`src/rtl/bitwise_pkg.sv`:
```
// Shared definitions for the bitwise logic pipeline: op encodings and the
// popcount width helper.
package bitwise_pkg;

  localparam logic [2:0] OP_AND   = 3'd0;
  localparam logic [2:0] OP_OR    = 3'd1;
  localparam logic [2:0] OP_XOR   = 3'd2;
  localparam logic [2:0] OP_NAND  = 3'd3;
  localparam logic [2:0] OP_NOR   = 3'd4;
  localparam logic [2:0] OP_XNOR  = 3'd5;
  localparam logic [2:0] OP_ANDNB = 3'd6;
  localparam logic [2:0] OP_PASSA = 3'd7;

  // Bits needed to hold a count of 0..n ones without wrapping.
  function automatic int unsigned cnt_width(input int unsigned n);
    return $clog2(n + 1);
  endfunction

endpackage

```
`src/rtl/bitwise_lane.sv`:
```
// One-bit op-selectable logic cell; replicated across the operand width.
module bitwise_lane
  import bitwise_pkg::*;
(
  input  logic [2:0] op,
  input  logic       a,
  input  logic       b,
  output logic       y
);

  always_comb begin
    y = 1'b0;
    case (op)
      OP_AND:   y = a & b;
      OP_OR:    y = a | b;
      OP_XOR:   y = a ^ b;
      OP_NAND:  y = ~(a & b);
      OP_NOR:   y = ~(a | b);
      OP_XNOR:  y = ~(a ^ b);
      OP_ANDNB: y = a & ~b;
      OP_PASSA: y = a;
      default:  y = 1'b0;
    endcase
  end

endmodule

```
`src/rtl/bitwise_logic_pipe.sv`:
```
// N-bit bitwise logic unit with accumulator behind a 2-stage valid/ready
// pipeline; stage 2 also registers any/all/popcount of the result.
module bitwise_logic_pipe
  import bitwise_pkg::*;
#(
  parameter int unsigned  N        = 5,
  parameter logic [N-1:0] ACC_INIT = '0
) (
  input  logic                    clk,
  input  logic                    rst,
  input  logic                    in_valid,
  output logic                    in_ready,
  input  logic [N-1:0]            a,
  input  logic [N-1:0]            b,
  input  logic [2:0]              op,
  input  logic                    acc_en,
  input  logic                    acc_clr,
  output logic                    out_valid,
  input  logic                    out_ready,
  output logic [N-1:0]            y,
  output logic                    any,
  output logic                    all,
  output logic [cnt_width(N)-1:0] cnt
);

  localparam int CW = cnt_width(N);

  logic          s1_valid_q, s1_valid_d;
  logic [N-1:0]  s1_y_q, s1_y_d;
  logic [N-1:0]  acc_q, acc_d;
  logic          out_valid_q, out_valid_d;
  logic [N-1:0]  y_q, y_d;
  logic          any_q, any_d;
  logic          all_q, all_d;
  logic [CW-1:0] cnt_q, cnt_d;
  logic [N-1:0]  op_a, lane_y;
  logic [CW-1:0] pop;
  logic          in_xfer, s2_load;

  assign in_ready = !rst && (!s1_valid_q || !out_valid_q || out_ready);
  assign in_xfer  = in_valid && in_ready;
  assign s2_load  = s1_valid_q && (!out_valid_q || out_ready);

  // A clear in the same cycle as an accumulate beat takes effect first.
  assign op_a = acc_en ? (acc_clr ? ACC_INIT : acc_q) : a;

  for (genvar i = 0; i < N; i++) begin : g_lane
    bitwise_lane u_lane (
      .op (op),
      .a  (op_a[i]),
      .b  (b[i]),
      .y  (lane_y[i])
    );
  end

  always_comb begin
    pop = '0;
    for (int i = 0; i < N; i++) pop = pop + CW'(s1_y_q[i]);
  end

  always_comb begin
    s1_valid_d = s1_valid_q;
    s1_y_d     = s1_y_q;
    acc_d      = acc_q;
    if (in_xfer) begin
      s1_valid_d = 1'b1;
      s1_y_d     = lane_y;
    end else if (s2_load) begin
      s1_valid_d = 1'b0;
    end
    if (in_xfer && acc_en) acc_d = lane_y;
    else if (acc_clr)      acc_d = ACC_INIT;
  end

  always_comb begin
    out_valid_d = out_valid_q;
    y_d         = y_q;
    any_d       = any_q;
    all_d       = all_q;
    cnt_d       = cnt_q;
    if (s2_load) begin
      out_valid_d = 1'b1;
      y_d         = s1_y_q;
      any_d       = |s1_y_q;
      all_d       = &s1_y_q;
      cnt_d       = pop;
    end else if (out_ready) begin
      out_valid_d = 1'b0;
    end
  end

  always_ff @(posedge clk) begin
    if (rst) begin
      s1_valid_q  <= 1'b0;
      s1_y_q      <= '0;
      acc_q       <= ACC_INIT;
      out_valid_q <= 1'b0;
      y_q         <= '0;
      any_q       <= 1'b0;
      all_q       <= 1'b0;
      cnt_q       <= '0;
    end else begin
      s1_valid_q  <= s1_valid_d;
      s1_y_q      <= s1_y_d;
      acc_q       <= acc_d;
      out_valid_q <= out_valid_d;
      y_q         <= y_d;
      any_q       <= any_d;
      all_q       <= all_d;
      cnt_q       <= cnt_d;
    end
  end

  assign out_valid = out_valid_q;
  assign y         = y_q;
  assign any       = any_q;
  assign all       = all_q;
  assign cnt       = cnt_q;

endmodule

```
`config.mk`:
```
export PLATFORM = sky130hd
export DESIGN_NAME = bitwise_logic_pipe
export DESIGN_NICKNAME = d
export VERILOG_FILES = /design/src/rtl/bitwise_pkg.sv /design/src/rtl/bitwise_lane.sv /design/src/rtl/bitwise_logic_pipe.sv
export SDC_FILE = /design/constraint.sdc
export NUM_CORES = 1
export LEC_CHECK = 0
export BUFFER_PORTS_ARGS = -buffer_cell sky130_fd_sc_hd__buf_2
export CAP_MARGIN = 15
export CORE_ASPECT_RATIO = 0.6
export CORE_MARGIN = 1.5
export CORE_UTILIZATION = 50
export DETAILED_ROUTE_END_ITERATION = 10
export MAX_ROUTING_LAYER = met4
export PLACE_DENSITY = 0.72
export SLEW_MARGIN = 5
export SYNTH_ARGS = -nofsm -noshare
export SYNTH_HDL_FRONTEND = slang
export SYNTH_SLANG_ARGS = --single-unit
```
`constraint.sdc`:
```
create_clock -name clk -period 2.45 [get_ports clk]
set_clock_uncertainty 0.15 [all_clocks]
set_input_delay 0.1225 -clock clk [delete_from_list [all_inputs] [get_ports clk]]
set_output_delay 0.1225 -clock clk [all_outputs]
set_load 0.05 [all_outputs]
```
# Word-level counts from Yosys, hierarchy flattened
# Cells that the tools add are included.
[word_totals]
reg_bits = 22
out_inout_bits = 12
[classes]
eq_ne = 7
bitwise = 40
reduce_logical = 15
n_mux = 12
add_sub_neg = 4
[ops]
columns = ["operator", "n"]
rows = [
  ["1-bit case mux with 8 select lines", 5],
  ["1-bit NOT", 20],
  ["5-bit 2-to-1 mux", 3],
  ["3-bit equality test, second input constant", 4],
  ["1-bit bitwise AND", 10],
  ["3-bit by 1-bit adder with 3-bit output", 2],
  ["3-bit by 2-bit equality test with 1-bit output, second input constant", 2],
  ["1-bit bitwise OR", 5],
  ["5-bit AND reduction", 1],
  ["5-bit OR reduction", 1],
  ["1-bit XOR", 5],
  ["1-bit logical AND", 4],
  ["1-bit 2-to-1 mux", 4],
  ["2-bit nonzero test", 2],
  ["2-bit by 1-bit adder with 3-bit output", 1],
  ["3-bit by 1-bit equality test with 1-bit output, second input constant", 1],
  ["1-bit logical NOT", 3],
  ["3-bit logical NOT", 1],
  ["1-bit logical OR", 3],
  ["1-bit by 1-bit adder with 2-bit output", 1],
]

# Logic depth before layout (Yosys ltp)
# Gate-level depths: netlist (run 1).
[depth]
ltp_word = 7
ltp_mapped = 9
mapped_depth_nobuf = 8

# By module
# From an unflattened synthesis (run 1), not the netlist that was laid out.
[unflattened]
hier_cells = 176
hier_area_um2 = 1635.3
[modules_own_cells]
columns = ["module", "area_each_um2", "cells_each", "instances", "seq_area_each_um2"]
rows = [
  ["bitwise_logic_pipe", 1053.5, 116, 1, 440.4],
  ["bitwise_lane", 116.4, 12, 5, 0.0],
]

# Least setup slack after synthesis (run 1)
# No wires, ideal clock.
[synth_path]
kind = "register to register"
from = "register s1_y_q[0]"
to = "register cnt_q[1], in the netlist cnt[1]"
n_path_buf = 0
arrival_time_ns = 1.601
setup_slack_ns = 0.582
path_stages_with_launch = 6
period_less_slack_ns = 1.868
setup_time_ns = 0.117
cell_sequence = "dfxtp_1 fa_1 fa_1 ha_1 mux2i_1 nor2_1"
[synth_between]
elab_chain_cells = 4
[synth_lines]
columns = ["item", "line_no", "text"]
rows = [
  ["from (decl)", "bitwise_logic_pipe.sv:29", "logic [N-1:0] s1_y_q, s1_y_d;"],
  ["from (signal assigned)", "bitwise_logic_pipe.sv:104", "s1_y_q <= s1_y_d;"],
  ["1-bit by 1-bit adder with 2-bit output", "bitwise_logic_pipe.sv:58", "for (int i = 0; i < N; i++) pop = pop + CW'(s1_y_q[i]);"],
  ["2-bit by 1-bit adder with 3-bit output", "bitwise_logic_pipe.sv:58", ""],
  ["3-bit by 1-bit adder with 3-bit output (2 in series)", "bitwise_logic_pipe.sv:58", ""],
  ["via pop[1]", "bitwise_logic_pipe.sv:37", "logic [CW-1:0] pop;"],
  ["to (signal assigned)", "bitwise_logic_pipe.sv:110", "cnt_q <= cnt_d;"],
  ["to (decl)", "bitwise_logic_pipe.sv:35", "logic [CW-1:0] cnt_q, cnt_d;"],
]
# The timed path passes the listed nets, and every way through them passes these cells.
# A chain may end at the register's enable or synchronous reset.

# Final worst setup path (run 1)
[layout_path]
from = "register acc_q[3]"
to = "register acc_q[3]"
[layout_between]
elab_chain_cells = 6
word_cells_on_any_way = 11
[layout_lines]
columns = ["item", "line_no", "text"]
rows = [
  ["from (decl)", "bitwise_logic_pipe.sv:30", "logic [N-1:0] acc_q, acc_d;"],
  ["from (signal assigned)", "bitwise_logic_pipe.sv:96", "acc_q <= ACC_INIT;"],
  ["from (signal assigned)", "bitwise_logic_pipe.sv:105", "acc_q <= acc_d;"],
  ["5-bit 2-to-1 mux (*)", "--", ""],
  ["5-bit 2-to-1 mux", "bitwise_logic_pipe.sv:45", "assign op_a = acc_en ? (acc_clr ? ACC_INIT : acc_q) : a;"],
  ["1-bit XOR (tied with other cells)", "bitwise_lane.sv:16, bitwise_lane.sv:19", ""],
  ["1-bit NOT (on tied branches)", "bitwise_lane.sv:19, bitwise_lane.sv:17, bitwise_lane.sv:18", ""],
  ["1-bit case mux with 8 select lines", "bitwise_lane.sv:13", "case (op)"],
  ["5-bit 2-to-1 mux (*)", "bitwise_logic_pipe.sv:71", "if (in_xfer && acc_en) acc_d = lane_y;"],
]
# Every way passes the cells marked *; elsewhere a longest branch is shown, timed or not.

==> metrics, run 1 <==
async set-or-reset flop fraction in the synthesized netlist 0%; Die W 77.14 um; FF+latch count, synth 22; final net count 255; crit path kind register to register; Row Count 15; diode count 0; leak pwr 0.9154 nW; antenna violations before repair 0; GRT Max-Usage Layer met2; Final Hold Fails 0; post-CTS sizing 0; R2R depth 7; CP Data Required Time 2430 ps; PortBufs 30; Post-Syn Nets 227; synth-to-layout area growth 12.75%; initial core utilization 54.92%; CP max stage delay 370 ps; clock buffer count from CTS 3; flop2flop setup slack 440 ps; Synth Area in XOR/XNOR 0%; synthesized area 1649 sq um; unique cell type count in the Yosys netlist 40; Max rail drop VDD 0.0003345 V; status finished, final reports clean; Vias/cell 5.580; share of cells above drive strength 1 19.07%; largest family of logic cells by synthesized area simple AND/OR/NAND/NOR gates; top_reg_cell synth dfxtp_1; Die H 47.49 um; Layout Cells excl Fill 257; Least-Margin Pin Slew 493.6 ps; core outline area 3003 sq um; hold path start acc_clr; mux cell area share after synthesis 11.31%; Hold Path Class input pin to register; largest net degree at the start of global routing 26; CP Depth 7; simple-gate share of the synthesized area 24.20%; GRT met3 Usage 4.190%; CTS max path bufs 2; Seq/Total Area, Yosys 26.71%; DRC violations left 0; Hold Slack 128.2 ps; final worst path period share 81.91%; antenna-violating nets left 0; wire length per cell 14.60 um; Worst path top cell family by delay compound AO/OA/AOI/OAI gates; GR Util met1 27.08%; Mapped Cells 188; vias in the first global route 1,428; Post-DP HPWL 2.912 mm; post-route minimum period 2007 ps; Root Driver clkbuf_8; Worst Path Arrival 1990 ps; Total Routing Usage GR 23.01%; Mean Syn Cell Area 8.772 sq um; RSZ-0062 raised after global routing no; reg2reg end acc_q[3]; RePlAce Congestion 0.8700; Critical Path Start Type register; Setup TNS 0 ps; DP Cell Count 251; TritonCTS clock tree yes; DIE AREA 3663 sq um; Post-synth EDFFs 0; Critical Path Start acc_q[3]; grt total ovfl 0; Slowest cell on crit path a222oi_1; DRT iter0 DRCs 92; Max Cap Viol 0; setup ws final 443.3 ps; Routed WL 3.751 mm; Worst Setup EP acc_q[3]; compound-cell area share of the yosys netlist 12.82%; Synth Warn # 0; First-pass DRT Iterations 4; slew margin rel. 67.09%; pre-CTS setup slack 458.6 ps; CP bufs+invs 0; area share of fa/ha/maj cells after synthesis 16.08%; Vias 1,434; global-route wire length before repair 6.320 mm; crit path max fanout 4; Reg clk slew, reported paths 70 ps; Crit Reg-Reg Startpoint acc_q[3]; Max Freq 0.4983 GHz; Critical Path End Type register; filler cell count 285; clock sink count 22; final setup fails 0; depth of the CTS H-tree 1; Power Dens Cells 485.6 nW/um^2; Top Ports 31; grt met2 use 42.11%; clk_lat worst skew 260 ps; cells along the critical path nor2b_1, mux2_4, ha_1, nand3b_1, o211ai_1, a222oi_1, o22ai_1; max-slew violations 0
-- Yosys cell counts, types with 4 or more instances --
cell | instances | area [sq um]
o32ai_1 | 5 | 43.79
nor2_1 | 16 | 60.06
nor2b_1 | 5 | 31.28
o21ai_0 | 4 | 20.02
o22ai_1 | 5 | 31.28
buf_2 | 5 | 25.02
nand2b_1 | 10 | 62.56
dfxtp_1 | 22 | 440.4
mux2i_1 | 16 | 160.2
nand2_1 | 19 | 71.32
inv_1 | 19 | 71.32
ha_1 | 18 | 225.2
-- sequential cells by signal, summed over array words and instances (netlist names) --
| name | count |
|---|---|
| s1_y_q | 5 |
| y | 5 |
| all | 1 |
| acc_q | 5 |
| cnt | 3 |
| s1_valid_q | 1 |
| any | 1 |
| out_valid | 1 |
-- repair_timing --
item / CTS / global route
hold buffers: 2 / 0
endpoints found under the hold margin: 2 / 0
buffers inserted: 0 / 0
-- worst reg2reg max path: stages, from the launching register on --
cell and delay (ps):
dfxtp_1 300, nor2b_1 140, mux2_4 290, ha_1 290
nand3b_1 100, o211ai_1 100, a222oi_1 370, o22ai_1 150
-- metal layers --
layer / part of all wire, % / vias up
li1: - / 704
met1: 47 / 683
met2: 47 / 45
met3: 5.4 / 2
met4: 0.21 / 0
met5: 0 / -
-- worst min path at each step --
stage / end / slack [ps] / cells after the start
2_1_floorplan: s1_valid_q / 90 / 2
3_3_place_gp: s1_valid_q / 220 / 3
3_5_place_dp: s1_valid_q / 240 / 3
4_1_cts: acc_q[0] / 110 / 3
5_1_grt: acc_q[0] / 130 / 3
6_report: acc_q[0] / 130 / 3
-- cells by family after synthesis --
family / after synthesis
AOI/OAI and AO/OA: 28
adders and majority gates: 20
buffers and inverters: 29
DFF: 22
muxes: 18
and+or+nand+nor: 71
-- report_power, final --
group / leakage, nW / internal (mW) / total, mW / switching, mW
logic: 0.707 / 0.0964 / 0.249 / 0.153
clock network: 0.0288 / 0.143 / 0.257 / 0.113
registers: 0.180 / 0.379 / 0.397 / 0.0175
-- area by class of cell --
type                    count  area [sq um]  share of cell area (%)
clock buffers               4         55.05                   2.961
inverters                  19         71.32                   3.836
multi-input cells         137          1062                   57.13
flip-flops and latches     22         440.4                   23.69
well taps                  42         52.55                   2.826
repair buffers             33         177.7                   9.556
-- per-stage QoR --
stage / area (sq um) / util, % / power, mW
3_3_place_gp: 1784 / 59.42 / 0.6336
5_1_grt: 1859 / 61.92 / 0.9525
4_1_cts: 1859 / 61.92 / 0.9101
6_report: 1859 / 61.92 / 0.9029
2_1_floorplan: 1649 / - / 0.5868
3_5_place_dp: 1784 / 59.42 / 0.6485
-- layout by cell type (no fill, tap or decap), drive strengths merged, types with 2 or more instances in the layout --
master	n
buf	31
dfxtp	22
inv	19
nand2	19
ha	18
mux2i	16
nor2	16
nand2b	10
nor2b	5
o22ai	5
o32ai	5
o21ai	5
clkbuf	4
or4	3
o2111a	3
a32oi	3
nor3b	3
and3b	2
nand3b	2
a21oi	2
o221ai	2
and3	2
nand3	2
and2b	2
fa	2
dlygate4sd3	2
mux2	2
Note: power is estimated with default switching activity, not from simulation.
==> run 2, diff against run 1 <==
==> constraint.sdc (replaced) <==
create_clock -name clk -period 1.9 [get_ports clk]
set_clock_uncertainty 0.15 [all_clocks]
set_input_delay 0.095 -clock clk [delete_from_list [all_inputs] [get_ports clk]]
set_output_delay 0.095 -clock clk [all_outputs]
set_load 0.05 [all_outputs]
==> metrics, run 2 (synthesized netlist as in run 1, its figures left out) <==
Layout Cells excl Fill 264; crit path max fanout 2; TritonCTS clock tree yes; CTS max path bufs 2; share of cells above drive strength 1 31.98%; Power Dens Cells 603.0 nW/um^2; most frequent cells in the layout buf_2 (30), dfxtp_1 (20), nand2_1 (19); Gate power share 31.0%; leak pwr 0.9595 nW; wire length per cell 14.97 um; met2 wire length 1.862 mm; status finished, final reports clean; slew margin rel. 67.66%; largest net degree at the start of global routing 26; Cell Int Power 0.8363 mW; Sw Share 32.21%; Max rail drop VDD 0.0003789 V; vias in the first global route 1,388; initial core utilization 54.92%; RSZ-0062 raised after global routing yes; DRC violations left 0; max-slew violations 0; met3 routed WL 204 um; Final Hold Fails 0; Sw Pwr 0.3973 mW; share of total power in the clock network 27.7%; sequential share of power 41.2%; antenna violations before repair 0; top sig layer met4; Post-DP HPWL 2.882 mm; Critical Path End Type register; PortBufs 30; commonest non-fill, non-tap cell in the layout buf_2; Least-Margin Pin Slew 484.5 ps; clk_lat worst skew 270 ps; DRT iter0 DRCs 133; Routed met1 length 1.855 mm; Root Driver clkbuf_8; CP Data Required Time 1890 ps; Routed WL 3.952 mm; antenna-violating nets left 0; final net count 262; Critical Path Start Type register; DP Cell Count 257; Total Routing Usage GR 23.47%; First-pass DRT Iterations 4; synth-to-layout area growth 24.05%; clock buffer count from CTS 3; Row Count 15; Hold Path Class input pin to register; clock sink count 22; Die H 47.49 um; crit path kind register to register; grt total ovfl 0; Die W 77.14 um; depth of the CTS H-tree 1; RePlAce Congestion 0.8867; Vias 1,443; global-route wire length before repair 6.320 mm; final setup fails 0; Reg clk slew, reported paths 80 ps; DIE AREA 3663 sq um; Worst Path Arrival 1890 ps; post-route minimum period 1895 ps; final worst path period share 99.71%; Hold Slack 112.4 ps; diode count 0; Vias/cell 5.466; core outline area 3003 sq um; Top Ports 31; Max Freq 0.5278 GHz; Max Cap Viol 0
==> run 2: changes by cell type in the layout (fill, tap and decap cells not counted), sizes merged <==
cell / before / now
buf: 31 / 38
==> run 2: worst paths after layout <==
path             start         end  slack (ps)  cells past startpoint
min reg2reg        all         all         300                      2
min                rst  s1_valid_q         110                      2
max          s1_y_q[0]      cnt[1]           5                      5
max reg2reg  s1_y_q[0]      cnt[1]           5                      5
==> run 2: per-stage QoR <==
stage | area, sq um | util [%] | TNS, ps | power, mW | setup slack (ps)
3_5_place_dp | 1829 | 60.92 | -416.5 | 0.8495 | -93.20
2_1_floorplan | 1649 | - | 0 | 0.7566 | 32.07
4_1_cts | 1967 | 65.50 | -92.23 | 1.213 | -43.66
3_3_place_gp | 1829 | 60.92 | -13.23 | 0.8327 | -12.60
5_1_grt | 2046 | 68.13 | -210.3 | 1.296 | -63.98
6_report | 2046 | 68.13 | 0 | 1.234 | 5.437
==> run 2: area by class of cell <==
type,count,area (sq um)
Multi-Input combinational cell,137,1194
Fill cell,249,957.2
Sequential cell,22,442.9
Timing Repair Buffer,40,230.2
Inverter,19,71.32
Clock buffer,4,55.05
Tap cell,42,52.55
==> run 2: layer usage <==
layer | track usage (%) | vias to the layer above
met5 | - | -
met4 | 6.545 | 0
met3 | 4.762 | 4
met2 | 40.00 | 39
met1 | 29.32 | 681
li1 | - | 719
==> run 2: what timing repair did <==
| action | CTS | global route |
|---|---|---|
| setup endpoints to repair | 7 | 12 |
| setup buffers | 1 | 0 |
| hold endpoints to repair | 2 | 0 |
| hold buffers | 2 | 0 |
| pin swaps | 7 | 8 |
| resized for setup | 11 | 17 |
==> run 2: critical path, stage by stage, from the launching register on <==
cell	delay, ps
dfxtp_2	330
fa_1	500
fa_2	380
ha_4	220
mux2i_1	130
nor2_1	60
==> run 2: power by group through the flow <==
stage | Combinational [mW] | Clock [mW] | Sequential, mW
after global routing | 0.418 | 0.365 | 0.513
final | 0.383 | 0.342 | 0.509
after global placement | 0.316 | 0 | 0.517
after detailed placement | 0.332 | 0 | 0.518
after floorplan | 0.200 | 0 | 0.556
after CTS | 0.361 | 0.345 | 0.508
